### config.mk
export PLATFORM = sky130hd
export DESIGN_NAME = de_port_arbiter
export DESIGN_NICKNAME = d
export VERILOG_FILES = /design/src/rtl/de_port_arbiter_pkg.sv /design/src/rtl/de_port_arbiter_rr_pick2.sv /design/src/rtl/de_port_arbiter.sv
export SDC_FILE = /design/constraint.sdc
export NUM_CORES = 1
export LEC_CHECK = 0
export ABC_AREA = 1
export BUFFER_PORTS_ARGS = -buffer_cell sky130_fd_sc_hd__buf_4
export CAP_MARGIN = 20
export CORE_AREA = 2 2 93 95
export DETAILED_ROUTE_END_ITERATION = 10
export DIE_AREA = 0 0 95 97
export PLACE_DENSITY = 0.72
export SLEW_MARGIN = 20
export SYNTH_ARGS = -nofsm -noshare
export SYNTH_HDL_FRONTEND = slang
export SYNTH_HIERARCHICAL = 1
export SYNTH_SLANG_ARGS = --single-unit
### constraint.sdc
create_clock -name clk -period 7.2 [get_ports clk]
set_input_delay 0 -clock clk [delete_from_list [all_inputs] [get_ports clk]]
set_output_delay 0 -clock clk [all_outputs]
set_load 0.05 [all_outputs]
### src/rtl/de_port_arbiter_pkg.sv
// Shared types and constants for the two-engine frame-store port arbiter.
package de_port_arbiter_pkg;

  localparam int unsigned DEF_ADDR_W    = 18;
  localparam int unsigned DEF_DATA_W    = 32;
  localparam int unsigned DEF_MAX_BEATS = 16;

  typedef enum logic [1:0] {
    ST_IDLE = 2'd0,
    ST_OWN0 = 2'd1,
    ST_OWN1 = 2'd2
  } state_e;

  localparam logic [1:0] GRANT_NONE = 2'b00;
  localparam logic [1:0] GRANT_P0   = 2'b01;
  localparam logic [1:0] GRANT_P1   = 2'b10;

  function automatic logic [1:0] grant_of(input state_e s);
    case (s)
      ST_OWN0: grant_of = GRANT_P0;
      ST_OWN1: grant_of = GRANT_P1;
      default: grant_of = GRANT_NONE;
    endcase
  endfunction

endpackage

### src/rtl/de_port_arbiter_rr_pick2.sv
// Two-way round-robin pick: a lone requester wins, a tie goes to the port
// that did not own the bus last.
module de_port_arbiter_rr_pick2
  import de_port_arbiter_pkg::*;
(
  input  logic       req0_i,
  input  logic       req1_i,
  input  logic       last_owner_i,
  output logic [1:0] winner_o
);

  always_comb begin
    winner_o = GRANT_NONE;
    if (req0_i && req1_i) begin
      winner_o = last_owner_i ? GRANT_P0 : GRANT_P1;
    end else if (req0_i) begin
      winner_o = GRANT_P0;
    end else if (req1_i) begin
      winner_o = GRANT_P1;
    end else begin
      winner_o = GRANT_NONE;
    end
  end

endmodule

### src/rtl/de_port_arbiter.sv
// Shares one frame-store port between two drawing engines with round-robin
// grant and a bounded burst; the data path is a pure mux driven by the grant.
module de_port_arbiter
  import de_port_arbiter_pkg::*;
#(
  parameter int unsigned MAX_BEATS = DEF_MAX_BEATS,
  parameter int unsigned ADDR_W    = DEF_ADDR_W,
  parameter int unsigned DATA_W    = DEF_DATA_W
) (
  input  logic                clk,
  input  logic                rst,
  input  logic                req0,
  input  logic                req1,
  output logic                ack0,
  output logic                ack1,
  input  logic [ADDR_W-1:0]   addr0,
  input  logic [ADDR_W-1:0]   addr1,
  input  logic [DATA_W/8-1:0] nbyte0,
  input  logic [DATA_W/8-1:0] nbyte1,
  input  logic                rnw0,
  input  logic                rnw1,
  input  logic [DATA_W-1:0]   wdata0,
  input  logic [DATA_W-1:0]   wdata1,
  output logic [DATA_W-1:0]   rdata,
  output logic                mem_req,
  input  logic                mem_ack,
  output logic [ADDR_W-1:0]   mem_addr,
  output logic [DATA_W/8-1:0] mem_nbyte,
  output logic                mem_rnw,
  output logic [DATA_W-1:0]   mem_wdata,
  input  logic [DATA_W-1:0]   mem_rdata,
  output logic [1:0]          grant,
  output logic                busy
);

  localparam int unsigned NB = DATA_W / 8;
  localparam logic [8:0] MAX_BEATS_W = 9'(MAX_BEATS);

  state_e     state_q, state_d;
  logic       last_owner_q, last_owner_d;
  logic [7:0] beat_cnt_q, beat_cnt_d;
  logic [1:0] pick_s;
  logic       pick_last_s;
  logic       beat_s;
  logic       cnt_hit_s;

  // While a port owns the bus it passes itself as last owner, so the picker
  // names the other port whenever that one is waiting.
  always_comb begin
    case (state_q)
      ST_OWN0: pick_last_s = 1'b0;
      ST_OWN1: pick_last_s = 1'b1;
      default: pick_last_s = last_owner_q;
    endcase
  end

  de_port_arbiter_rr_pick2 u_pick (
    .req0_i       (req0),
    .req1_i       (req1),
    .last_owner_i (pick_last_s),
    .winner_o     (pick_s)
  );

  always_comb begin
    grant     = grant_of(state_q);
    busy      = (grant_of(state_q) != GRANT_NONE);
    rdata     = mem_rdata;
    mem_req   = 1'b0;
    mem_addr  = {ADDR_W{1'b0}};
    mem_nbyte = {NB{1'b1}};
    mem_rnw   = 1'b0;
    mem_wdata = {DATA_W{1'b0}};
    ack0      = 1'b0;
    ack1      = 1'b0;
    case (state_q)
      ST_OWN0: begin
        mem_req   = req0;
        mem_addr  = addr0;
        mem_nbyte = nbyte0;
        mem_rnw   = rnw0;
        mem_wdata = wdata0;
        ack0      = mem_ack & req0;
      end
      ST_OWN1: begin
        mem_req   = req1;
        mem_addr  = addr1;
        mem_nbyte = nbyte1;
        mem_rnw   = rnw1;
        mem_wdata = wdata1;
        ack1      = mem_ack & req1;
      end
      default: begin
        mem_req = 1'b0;
      end
    endcase
  end

  // The >= also releases a counter that saturated before the other port asked.
  always_comb begin
    beat_s    = ((state_q == ST_OWN0) && req0 && mem_ack) ||
                ((state_q == ST_OWN1) && req1 && mem_ack);
    cnt_hit_s = beat_s && (({1'b0, beat_cnt_q} + 9'd1) >= MAX_BEATS_W);
  end

  always_comb begin
    state_d      = state_q;
    last_owner_d = last_owner_q;
    case (state_q)
      ST_IDLE: begin
        if (pick_s == GRANT_P0) begin
          state_d = ST_OWN0;
        end else if (pick_s == GRANT_P1) begin
          state_d = ST_OWN1;
        end else begin
          state_d = ST_IDLE;
        end
      end
      ST_OWN0: begin
        if (!req0) begin
          state_d      = (pick_s == GRANT_P1) ? ST_OWN1 : ST_IDLE;
          last_owner_d = 1'b0;
        end else if (cnt_hit_s && (pick_s == GRANT_P1)) begin
          state_d      = ST_OWN1;
          last_owner_d = 1'b0;
        end else begin
          state_d = ST_OWN0;
        end
      end
      ST_OWN1: begin
        if (!req1) begin
          state_d      = (pick_s == GRANT_P0) ? ST_OWN0 : ST_IDLE;
          last_owner_d = 1'b1;
        end else if (cnt_hit_s && (pick_s == GRANT_P0)) begin
          state_d      = ST_OWN0;
          last_owner_d = 1'b1;
        end else begin
          state_d = ST_OWN1;
        end
      end
      default: begin
        state_d = ST_IDLE;
      end
    endcase
  end

  always_comb begin
    if (state_d != state_q) begin
      beat_cnt_d = 8'd0;
    end else if (beat_s && ({1'b0, beat_cnt_q} < MAX_BEATS_W)) begin
      beat_cnt_d = beat_cnt_q + 8'd1;
    end else begin
      beat_cnt_d = beat_cnt_q;
    end
  end

  // last_owner resets to port 1 so that port 0 wins the first tie.
  always_ff @(posedge clk) begin
    if (rst) begin
      state_q      <= ST_IDLE;
      last_owner_q <= 1'b1;
      beat_cnt_q   <= 8'd0;
    end else begin
      state_q      <= state_d;
      last_owner_q <= last_owner_d;
      beat_cnt_q   <= beat_cnt_d;
    end
  end

endmodule

After elaboration in Yosys (flattened, before gate mapping)
Cells that the tools add are included.
Word-level totals
  logic and storage cells: 57
  bits of input ports: 147
  output and inout bits: 93
  register bits: 11
Operators by class
  bitwise gates (word level): 2
  $add $sub $neg: 2
  reduce and logical (&&, ||, !) cells: 15
  order comparisons: 2
  mux-type cells: 26
  eq/ne operators: 7
Operators by type and width (number)
  $pmux 32 s2: 1
  $pmux 18 s2: 1
  $mux 2: 10
  $add 8x1->9 const B: 1
  $ge 9x5->1 const B: 1
  $logic_and 1x1->1: 9
  $add 8x1->8 const B: 1
  $lt 8x5->1 const B: 1
  $pmux 1 s2: 4
  $pmux 4 s2: 1
  $mux 1: 7
  $ne 3x2->1 const B: 2
  $pmux 2 s3: 1
  $eq 2x1->1 const B: 2
  $eq 2x2->1 const B: 2
  $pmux 2 s2: 1
  $reduce_bool 2->1: 2
  $reduce_and 3->1: 1
  $and 1x1->1: 2
  $logic_not 2->1: 1
  $ne 2x2->1: 1
  $reduce_or 2->1: 1
  $logic_or 1x1->1: 1

Depth between registers and ports, before layout
Gate-level depths: netlist of run 1.
  depth after elaboration: 11
  mapped depth: 18
  mapped depth without buffers: 17

Modules after synthesis
Netlist of run 1, hierarchy kept.
Modules (own cells, without submodules)
  de_port_arbiter: cells each 329, sequential area each 220.2 um^2, instances 1, area an instance 1849.3 um^2
  de_port_arbiter_rr_pick2: cells each 5, sequential area each 0.0 um^2, instances 1, area an instance 21.3 um^2

Worst setup path after synthesis of run 1
Ideal clock, no wire load.
  path kind: reg-to-reg
  start point: register state_q[0]
  end point: register beat_cnt_q[1]
  required time: 7078 ps
  path slack: 4615 ps
  arrival time: 2463 ps
  setup time: 122 ps
  stages on the path, launching flop included: 16
  clock period less this slack: 2585 ps
  path buffers: 1
  path through: dfxtp_1 -> inv_1 -> ha_1 -> inv_1 -> clkbuf_1 -> o21ai_0 -> a21oi_1 -> nand2_1 -> inv_1 -> nand3_1 -> nand2_2 -> nand3_2 -> nand2_1 -> nand2_2 -> nand3_4 -> nor3_2
On the way
  longest elaborated chain between the ends: 11
  elaborated cells on any way between the ends: 27
  those cells by class: eq/ne: 5; mux: 11; reduce/logical: 11
Ends and longest elaborated chain
  start, declared: RTL line de_port_arbiter.sv:39  | state_e state_q, state_d;
  start signal, assigned: RTL line de_port_arbiter.sv:163  | state_q <= state_d;
  $eq 2x2->1 or $eq 2x1->1 (tied branches): RTL line de_port_arbiter.sv:50  | case (state_q)
  $pmux 1 s2 *: RTL line de_port_arbiter.sv:50
  named net pick_last_s: RTL line de_port_arbiter.sv:43  | logic pick_last_s;
  $mux 2 *: RTL line de_port_arbiter_rr_pick2.sv:15  | winner_o = last_owner_i ? GRANT_P0 : GRANT_P1;
  $mux 2 *: RTL line de_port_arbiter_rr_pick2.sv:14  | if (req0_i && req1_i) begin
  named net pick_s[1]: RTL line de_port_arbiter.sv:42  | logic [1:0] pick_s;
  $eq 2x1->1 or $eq 2x2->1 (tied branches)
  $logic_and 1x1->1 (on tied branches): RTL line de_port_arbiter.sv:133, de_port_arbiter.sv:122
  $mux 2 (on tied branches): RTL line de_port_arbiter.sv:133, de_port_arbiter.sv:122
  $mux 2 (on tied branches): RTL line de_port_arbiter.sv:130, de_port_arbiter.sv:119
  $pmux 2 s3 *: RTL line de_port_arbiter.sv:108  | case (state_q)
  $ne 2x2->1 *: RTL line de_port_arbiter.sv:147  | if (state_d != state_q) begin
  $reduce_or 2->1 (no source line) *
  end signal, assigned: RTL line de_port_arbiter.sv:165  | beat_cnt_q <= beat_cnt_d;
  end, declared: RTL line de_port_arbiter.sv:41  | logic [7:0] beat_cnt_q, beat_cnt_d;
The timed path passes the listed nets; every way through them passes the cells marked *.
A chain may end at the register's enable or synchronous reset.

Worst setup path after layout of run 1
  start point: register state_q[0]
  end point: register beat_cnt_q[3]
Same word-level chain as after synthesis.

==> results of run 1 <==
==> cell usage in the layout, fill, tap and decap left out, types with 4 or more instances in the layout <==
master / Yosys / final
a221o_1: 4 / 4
nand2_1: 132 / 132
dfxtp_1: 11 / 11
nand2_2: 7 / 7
buf_4: 33 / 177
nor2_1: 10 / 10
nand3_1: 10 / 10
nor3_2: 8 / 8
inv_1: 21 / 20
a21oi_1: 54 / 54
==> final timing paths <==
path | depth (start not counted) | to | start
setup / recovery | 16 | beat_cnt_q[3]$_SDFFE_PP0P_ | state_q[0]$_SDFF_PP0_
hold / removal | 0 | rdata[4] | mem_rdata[4]
setup reg to reg | 16 | beat_cnt_q[3]$_SDFFE_PP0P_ | state_q[0]$_SDFF_PP0_
hold reg to reg | 2 | last_owner_q$_SDFFE_PP1P_ | last_owner_q$_SDFFE_PP1P_
==> layout make-up <==
type | count | area [sq um] | area share, %
multi-input combinational | 251 | 1260 | 41.0
timing repair buffer | 178 | 1340 | 43.5
sequential | 11 | 220 | 7.16
clock inverter | 1 | 5.00 | 0.163
inverter | 21 | 78.8 | 2.56
clock buffer | 3 | 41.3 | 1.34
tap | 105 | 131 | 4.27
==> worst max-delay path, cell delays in order (launching register included) <==
cell	delay [ns]
dfxtp_1	0.34
inv_1	0.14
ha_2	0.90
inv_1	0.17
o21ai_0	0.29
nand3_1	0.11
nand2_1	0.06
inv_1	0.05
nand2_1	0.08
inv_1	0.06
nand3_1	0.09
nand2_2	0.07
nand3_2	0.09
nand2_1	0.08
nand2_2	0.09
nand3_4	0.14
nor3_2	0.14
==> registers in the layout, summed over array words and instances (netlist names) <==
register	cells
beat_cnt_q	8
last_owner_q	1
state_q	2
==> layer usage <==
layer	GRT usage, %	vias to the layer above	wire [microns]
met5	0	-	0
met4	5.69	0	193
met3	2.57	23	664
met2	25.5	119	3610
met1	19.3	1132	3040
li1	-	1294	-
==> cell families after synthesis <==
group | synth area share (%)
buffers and inverters | 21.1
and+or+nand+nor | 43.1
xor gates and xnor gates | 1.40
adders and majority gates | 3.34
AOI/OAI and AO/OA | 19.3
DFF | 11.8
==> power by group through the flow <==
stage	clock network (mW)	logic, mW	registers, mW
floorplan	0	0.247	0.0678
global placement	0	0.309	0.0682
detailed placement	0	0.313	0.0685
finish	0.0642	0.312	0.0674
global route	0.0678	0.335	0.0679
CTS	0.0649	0.315	0.0673
==> metrics by stage <==
stage | util, % | area [sq um] | setup WS, ns | power (mW) | std cells
after floorplan | - | 1870 | 4.62 | 0.315 | 334
after global routing | 37.8 | 3080 | 3.83 | 0.471 | 570
final | 37.8 | 3080 | 4.21 | 0.444 | 570
after global placement | 37.1 | 3020 | 4.35 | 0.377 | 565
after detailed placement | 37.1 | 3020 | 4.19 | 0.381 | 565
after CTS | 37.8 | 3080 | 4.14 | 0.447 | 570
==> reports/metrics.yaml, run 1 <==
status: "complete, no violations"
fill_cells: 848
drc: 0
cts-buffers-inserted: 3
routed_wl_microns: 7510
dieArea_sq_mm: 0.00922
grt_first_pass_wirelength_microns: 11300
drive_above_1_share_pct: 44.7
antenna_found_initial: 0
htree_levels: 1
dr.pass1.iters: 4
pwr-share-clk_pct: 14.5
synth.top_cells.by_count: "132 x nand2_1, 54 x a21oi_1, 33 x buf_4"
hpwl_microns: 5910
die_h_microns: 97
netlist_instances: 334
port_buffers: 175
grt_pass1_vias: 2402
cts_root_buffer: "clkbuf_8"
p_int_uw: 207
seq_power_share_pct: 15.2
yosysMostFrequentCell: "nand2_1"
synth_top_flop_cell: "dfxtp_1"
start_util_pct: 23.0
synth_area_leader_cell: "nand2_1"
whs_ns: 0.0000140
detail_route.vias_per_cell: 4.51
grt_max_degree: 59
synth_cell_types: 27
syn_area_sq_mm: 0.00187
power_density_mw_per_mm2: 144
clock_skew_ns: 0.00271
required_ns: 7.37
grt_setup_unrepaired: "false"
gp_congestion: 0.778
setup-tns-final_ns: 0
syn-mean-instance-area_sq_um: 5.60
cts_tree: "done"
min_path_type: "primary input to primary output"
leakage_nw: 1.41
synth_fp_nets: 486
grt_use_total_pct: 15.2
timing.final.crit_period_ns: 2.99
path_class: "flip-flop to flip-flop"
synth_seq_cells: 11
cts_buffer_depth: 2
io_pins: 240
tightest_slew_ns: 1.07
core_area_sq_mm: 0.00813
slew_violations: 0
start_kind: "flip-flop"
power_switching_share_pct: 53.3
async_flop_share_pct: 0
final_net_count: 618
crit_path_max_fanout: 58
die_w_microns: 95
synth_top_area_share_pct: 26.5
post_cts_resized: 0
drt_iter0_drc: 159
end_kind: "flip-flop"
period_share_pct: 41.5
num_rows: 33
path_clk_slew_ns: 0.05
cts_setup_buffers: 0
routedWlPerCell_microns: 13.2
seq_area_frac_synth_pct: 11.8
p_sw_uw: 236
syn_to_final_growth_pct: 64.5
combPwrFrac_pct: 70.3
diodes: 0
numClockSinks: 11
synth_edf_count: 0
cap_viol_max_count: 0
maxSlewHeadroom_pct: 28.4
reg2reg_setup_slack_ns: 4.21
max_freq_mhz: 334
finalHoldViolCount: 0
irDropWorstVdd_uv: 62.9
yosysWarnings: 6
vias: 2568
grt.overflow.total: 0
yosys-top-cells-area: "nand2_1 26%, a21oi_1 14%, buf_4 13%, dfxtp_1 12%, nor3_2 4.3%"
setup_viol: 0
clk_latency_ns: 0.25
ant_nets: 0
cp.arrival_ns: 3.16
ctsHoldBuffers: 1
Note: power is estimated with default switching activity, not from simulation.
==> run 2: changes to the inputs <==
--- a/config.mk
+++ b/config.mk
@@ -5,13 +5,13 @@
 export SDC_FILE = /design/constraint.sdc
 export NUM_CORES = 1
 export LEC_CHECK = 0
-export ABC_AREA = 1
+export ABC_AREA = 0
 export BUFFER_PORTS_ARGS = -buffer_cell sky130_fd_sc_hd__buf_4
 export CAP_MARGIN = 20
 export CORE_AREA = 2 2 93 95
 export DETAILED_ROUTE_END_ITERATION = 10
 export DIE_AREA = 0 0 95 97
-export PLACE_DENSITY = 0.72
+export PLACE_DENSITY = 0.68
 export SLEW_MARGIN = 20
 export SYNTH_ARGS = -nofsm -noshare
 export SYNTH_HDL_FRONTEND = slang
==> constraint.sdc (replaced) <==
create_clock -name clk -period 3 [get_ports clk]
set_input_delay 0 -clock clk [delete_from_list [all_inputs] [get_ports clk]]
set_output_delay 0 -clock clk [all_outputs]
set_load 0.05 [all_outputs]
==> run 2 against run 1 <==
  * Area after synthesis decreased by 17%
  * Flip-flop and latch count unchanged
  * Non-clock buffer count grew 4
  * Wire length rose by 6.9%
  * Synthesized cell count decreased by 41%
  * Largest cell class unchanged
==> reports/metrics.yaml, run 2 <==
status: "complete, no violations"
grt_use_total_pct: 16.7
r2r_cells: 10
synth_fp_nets: 348
syn_to_final_growth_pct: 82.7
met3_length_microns: 1040
dr.pass1.iters: 4
reg2reg_setup_slack_ns: 0.23
place_inst: 433
largest_reg_flops: 8
min_delay_path_depth: 0
irDropWorstVdd_uv: 116
regMostFlops: "beat_cnt_q"
fill_cells: 856
routed_wl_microns: 8020
period_share_pct: 92.4
drt_iter0_drc: 51
required_ns: 3.17
tightest_slew_ns: 0.767
syn-mean-instance-area_sq_um: 7.92
min_path_type: "primary input to primary output"
seq_area_sq_um: 223
min-delay-start: "mem_rdata[14]"
core_area_sq_mm: 0.00813
hpwl_microns: 6870
vias: 2109
grt_first_pass_wirelength_microns: 11700
highest_layer: "met5"
htree_levels: 1
yosys-top-cells-area: "a22o_1 29%, buf_4 16%, dfxtp_1 14%, ha_1 4.0%, clkbuf_1 3.4%"
drc: 0
crit_path_max_fanout: 11
die_w_microns: 95
synth_top_flop_cell: "dfxtp_1"
fin_area_sq_mm: 0.00283
port_buffers: 175
route.met2.wl_microns: 3490
r2r_end: "beat_cnt_q[2]$_SDFFE_PP0P_"
end_kind: "flip-flop"
synth_area_leader_cell: "a22o_1"
slew_violations: 0
final_common_cell: "buf_4"
setup-tns-final_ns: 0
synth_edf_count: 0
whs_ns: 0.0000140
grt_pass1_vias: 2184
final_cells: 439
die_h_microns: 97
maxSlewHeadroom_pct: 48.9
start_util_pct: 19.1
netlist_instances: 196
cts_root_buffer: "clkbuf_8"
detail_route.vias_per_cell: 4.80
antenna_found_initial: 2
largestRegisters: "beat_cnt_q: 8 flops, state_q: 2 flops, last_owner_q: 1 flops"
start_kind: "flip-flop"
diodes: 0
finalHoldViolCount: 0
setup_viol: 0
power_uw: 931
synth_seq_cells: 11
io_pins: 240
hold_end: "rdata[14]"
timing.final.crit_period_ns: 2.77
yosysWarnings: 6
r2r-start: "state_q[0]$_SDFF_PP0_"
multi_input_area_sq_mm: 0.00105
async_flop_share_pct: 0
syn_area_sq_mm: 0.00155
cap_viol_max_count: 0
grt.overflow.total: 0
max_freq_mhz: 361
final_net_count: 487
cts_tree: "done"
grt_setup_unrepaired: "false"
path_class: "flip-flop to flip-flop"
seq_area_frac_synth_pct: 14.2
leakage_nw: 1.42
m1WireLength_microns: 3190
path_clk_slew_ns: 0.05
clk_latency_ns: 0.24
dpl-instance-area_sq_mm: 0.00274
yosysMostFrequentCell: "a22o_1"
power_density_mw_per_mm2: 328
drive_above_1_share_pct: 59.3
numClockSinks: 11
num_rows: 33
cts-buffers-inserted: 3
gp_congestion: 0.843
routedWlPerCell_microns: 18.3
synth.top_cells.by_count: "51 x a22o_1, 33 x buf_4, 14 x clkbuf_1"
cts_buffer_depth: 2
synth_top_area_share_pct: 28.8
clock_skew_ns: 0.00333
dieArea_sq_mm: 0.00922
synth_cell_types: 40
cp.arrival_ns: 2.94
ant_nets: 0
grt_max_degree: 41
mostFrequentLayoutCells: "181 x buf_4, 51 x a22o_1, 9 x dfxtp_1"
[run 2: worst max-delay path: stages, from the launching register on]
cell,delay [ns]
dfxtp_2,0.37
inv_1,0.10
ha_4,0.34
mux2_2,0.39
a21boi_4,0.19
and3b_1,0.24
and3b_1,0.20
nor3_2,0.17
a31oi_1,0.10
a311o_2,0.40
nor3_1,0.21
[run 2: kinds of logic (layout without fill, tap and decap cells)]
family / after synthesis / in the layout / share of synthesized area (%)
compound gates: 79 / 79 / 41.6
xor+xnor: 4 / 4 / 2.26
fa+ha+maj: 5 / 5 / 4.03
buf+inv: 53 / 191 / 20.9
flops: 11 / 11 / 14.2
mux: 2 / 2 / 1.37
simple gates: 42 / 42 / 15.6
[run 2: repair_timing]
action | in CTS | in global routing
hold buffers | 1 | 0
endpoints found under the hold margin | 2 | 0
gates resized for setup | 1 | 7
endpoints found under the setup margin | 8 | 8
pin swaps | 0 | 2
setup buffers | 0 | 1
[run 2: layout make-up]
cell class / instances / area share (%)
clock buffers: 3 / 1.46
inverters: 5 / 0.662
flip-flops and latches: 11 / 7.86
clock inverters: 1 / 0.177
repair buffers: 182 / 48.3
well taps: 105 / 4.64
multi-input cells: 132 / 36.9
[run 2: worst max-delay path by stage]
stage,slack [ns],from,end
floorplan,0.04,state_q[0]$_SDFF_PP0_,beat_cnt_q[0]$_SDFFE_PP0P_
global placement,0.16,state_q[0]$_SDFF_PP0_,beat_cnt_q[4]$_SDFFE_PP0P_
detailed placement,-0.05,state_q[0]$_SDFF_PP0_,beat_cnt_q[2]$_SDFFE_PP0P_
CTS,0.03,state_q[0]$_SDFF_PP0_,beat_cnt_q[3]$_SDFFE_PP0P_
global route,0.04,state_q[0]$_SDFF_PP0_,beat_cnt_q[2]$_SDFFE_PP0P_
finish,0.23,state_q[0]$_SDFF_PP0_,beat_cnt_q[2]$_SDFFE_PP0P_
[run 2: routing by layer]
metal  up-vias  GRT usage [%]
li1        989              -
met1       937           20.2
met2       143           25.3
met3        36           8.02
met4         4           6.35
met5         -              0
[run 2: where the power goes]
| group | internal [mW] | switching [mW] |
|---|---|---|
| sequential | 0.154 | 0.00642 |
| clock | 0.0917 | 0.0619 |
| combinational | 0.257 | 0.360 |
| total | 0.502 | 0.429 |
[run 2: through the flow]
stage,utilization (%),worst slack (ns)
2_1_floorplan,-,0.0437
3_3_place_gp,33.7,0.156
3_5_place_dp,33.7,-0.0488
4_1_cts,34.4,0.0281
5_1_grt,34.8,0.0441
6_report,34.8,0.228
==> run 3: changes to the inputs <==
--- a/config.mk
+++ b/config.mk
@@ -8,10 +8,11 @@
 export ABC_AREA = 0
 export BUFFER_PORTS_ARGS = -buffer_cell sky130_fd_sc_hd__buf_4
 export CAP_MARGIN = 20
-export CORE_AREA = 2 2 93 95
+export CORE_AREA = 2 2 94 96
+export CTS_BUF_LIST = sky130_fd_sc_hd__clkbuf_4 sky130_fd_sc_hd__clkbuf_8 sky130_fd_sc_hd__clkbuf_16
 export DETAILED_ROUTE_END_ITERATION = 10
-export DIE_AREA = 0 0 95 97
-export PLACE_DENSITY = 0.68
+export DIE_AREA = 0 0 96 98
+export PLACE_DENSITY = 0.69
 export SLEW_MARGIN = 20
 export SYNTH_ARGS = -nofsm -noshare
 export SYNTH_HDL_FRONTEND = slang
==> constraint.sdc (replaced) <==
create_clock -name clk -period 2.3 [get_ports clk]
set_input_delay 0 -clock clk [delete_from_list [all_inputs] [get_ports clk]]
set_output_delay 0 -clock clk [all_outputs]
set_load 0.05 [all_outputs]
==> run 3 against run 2 <==
  * First-iteration DRC count shrank 45%
  * The run now ends with setup timing left
  * Largest power group unchanged
  * Critical path depth is the same
  * Clock-buffer cell count is the same
  * Fmax grew 12%
  * Die area grew 2.1%
  * Non-clock buffer count grew 6
  * Wire length shrank 19%
  * Worst setup slack lost 0.40 ns
  * Register-to-register slack lost 0.40 ns
==> reports/metrics.yaml, run 3 (synthesis gave the netlist of run 2 again) <==
status: "finished with violations"
violations: "setup timing"
routedWlPerCell_microns: 14.6
grt_setup_unrepaired: "true"
end_kind: "flip-flop"
routed_wl_microns: 6520
reg2reg_setup_slack_ns: -0.17
cts-buffers-inserted: 3
whs_ns: 0.0000140
num_rows: 34
clk_latency_ns: 0.24
clock_skew_ns: 0.00422
gp_congestion: 0.905
largestRegisters: "beat_cnt_q: 8 flops, state_q: 2 flops, last_owner_q: 1 flops"
grt_pass1_vias: 1978
die_w_microns: 96
mostFrequentLayoutCells: "186 x buf_4, 51 x a22o_1, 9 x dfxtp_1"
power_density_mw_per_mm2: 424
fill_cells: 882
drc: 0
final_net_count: 493
cts_buffer_depth: 2
min_delay_path_depth: 0
seq_area_sq_um: 223
slew_violations: 0
detail_route.vias_per_cell: 4.65
syn_to_final_growth_pct: 87.3
r2r_end: "beat_cnt_q[5]$_SDFFE_PP0P_"
numClockSinks: 11
start_kind: "flip-flop"
required_ns: 2.46
drt_iter0_drc: 28
min_path_type: "primary input to primary output"
vias: 2083
htree_levels: 1
r2r-start: "state_q[0]$_SDFF_PP0_"
regMostFlops: "beat_cnt_q"
dieArea_sq_mm: 0.00941
timing.final.crit_period_ns: 2.47
grt.overflow.total: 0
ant_nets: 0
diodes: 0
r2r_cells: 10
setup-tns-final_ns: -1.04
hpwl_microns: 5340
finalHoldViolCount: 0
hold_end: "rdata[26]"
cap_viol_max_count: 0
drive_above_1_share_pct: 61.2
combPwrFrac_pct: 67.8
crit_path_max_fanout: 8
grt_use_total_pct: 12.3
p_sw_uw: 557
period_share_pct: 107
core_area_sq_mm: 0.00847
port_buffers: 175
die_h_microns: 98
p_int_uw: 676
start_util_pct: 18.3
max_freq_mhz: 405
cp.arrival_ns: 2.63
cts_root_buffer: "clkbuf_8"
maxSlewHeadroom_pct: 63.6
path_class: "flip-flop to flip-flop"
final_common_cell: "buf_4"
fin_ws_ns: -0.168
io_pins: 240
cts_tree: "done"
place_ws_ns: -0.185
min-delay-start: "mem_rdata[26]"
antenna_found_initial: 0
grt_max_degree: 52
setup_viol: 8
power_mw: 1.23
irDropWorstVdd_uv: 416
grt_first_pass_wirelength_microns: 9330
seq_power_share_pct: 16.7
power_switching_share_pct: 45.2
multi_input_area_sq_mm: 0.00106
largest_reg_flops: 8
pwr-share-clk_pct: 15.5
dr.pass1.iters: 4
leakage_nw: 1.45
tightest_slew_ns: 0.546
path_clk_slew_ns: 0.05
-- run 3: cell count changes in the layout (fill, tap and decap cells not counted), sizes merged --
cell	change
buf	+6
-- run 3: layer usage --
layer | vias to the layer above | wire length (microns) | GRT usage, %
li1 | 1002 | - | -
met4 | 0 | 108 | 2.97
met5 | - | 0 | 0
met1 | 958 | 2590 | 14.4
met2 | 113 | 3290 | 22.5
met3 | 10 | 532 | 2.31
-- run 3: stage by stage --
stage	utilization, %	area, sq um	instances
after floorplan	-	1580	196
after global placement	33.3	2820	442
after detailed placement	33.3	2820	442
after CTS	34.2	2900	448
after global routing	34.3	2910	448
final	34.3	2910	448
-- run 3: what timing repair did --
action                                 4_1_cts  5_1_grt
hold buffers                                 1        0
setup endpoints to repair                   59        9
buffers inserted                             1        0
resized for setup                            5        3
pin swaps                                    2        3
endpoints found under the hold margin        2        0
-- run 3: worst max path at each step --
stage	from	to	slack (ns)
2_1_floorplan	state_q[0]$_SDFF_PP0_	beat_cnt_q[5]$_SDFFE_PP0P_	-0.30
4_1_cts	state_q[0]$_SDFF_PP0_	beat_cnt_q[6]$_SDFFE_PP0P_	-0.20
5_1_grt	state_q[0]$_SDFF_PP0_	beat_cnt_q[6]$_SDFFE_PP0P_	-0.33
3_3_place_gp	state_q[0]$_SDFF_PP0_	beat_cnt_q[5]$_SDFFE_PP0P_	-0.06
6_report	state_q[0]$_SDFF_PP0_	beat_cnt_q[5]$_SDFFE_PP0P_	-0.17
3_5_place_dp	state_q[0]$_SDFF_PP0_	beat_cnt_q[7]$_SDFFE_PP0P_	-0.18
-- run 3: power groups by stage --
stage	Sequential [mW]	Combinational, mW	Clock, mW
6_report	0.206	0.835	0.191
5_1_grt	0.207	0.883	0.208
4_1_cts	0.206	0.834	0.196
3_5_place_dp	0.210	0.815	0
3_3_place_gp	0.210	0.805	0
2_1_floorplan	0.211	0.632	0
-- run 3: critical path, cell delays in order (launching register included) --
cell and delay (ns):
dfxtp_2 0.32, inv_2 0.05, ha_4 0.26, mux2_4 0.30
a21boi_2 0.16, and3b_1 0.23, and3b_1 0.20, nor3_2 0.15
a31oi_1 0.12, a311o_2 0.40, nor3b_2 0.19
-- run 3: cell type report --
cell class	instances	share of cell area, %
inverters	5	0.646
clock inverters	1	0.172
multi-input cells	132	36.4
repair buffers	188	49.1
well taps	108	4.65
clock buffers	3	1.42
flip-flops and latches	11	7.66
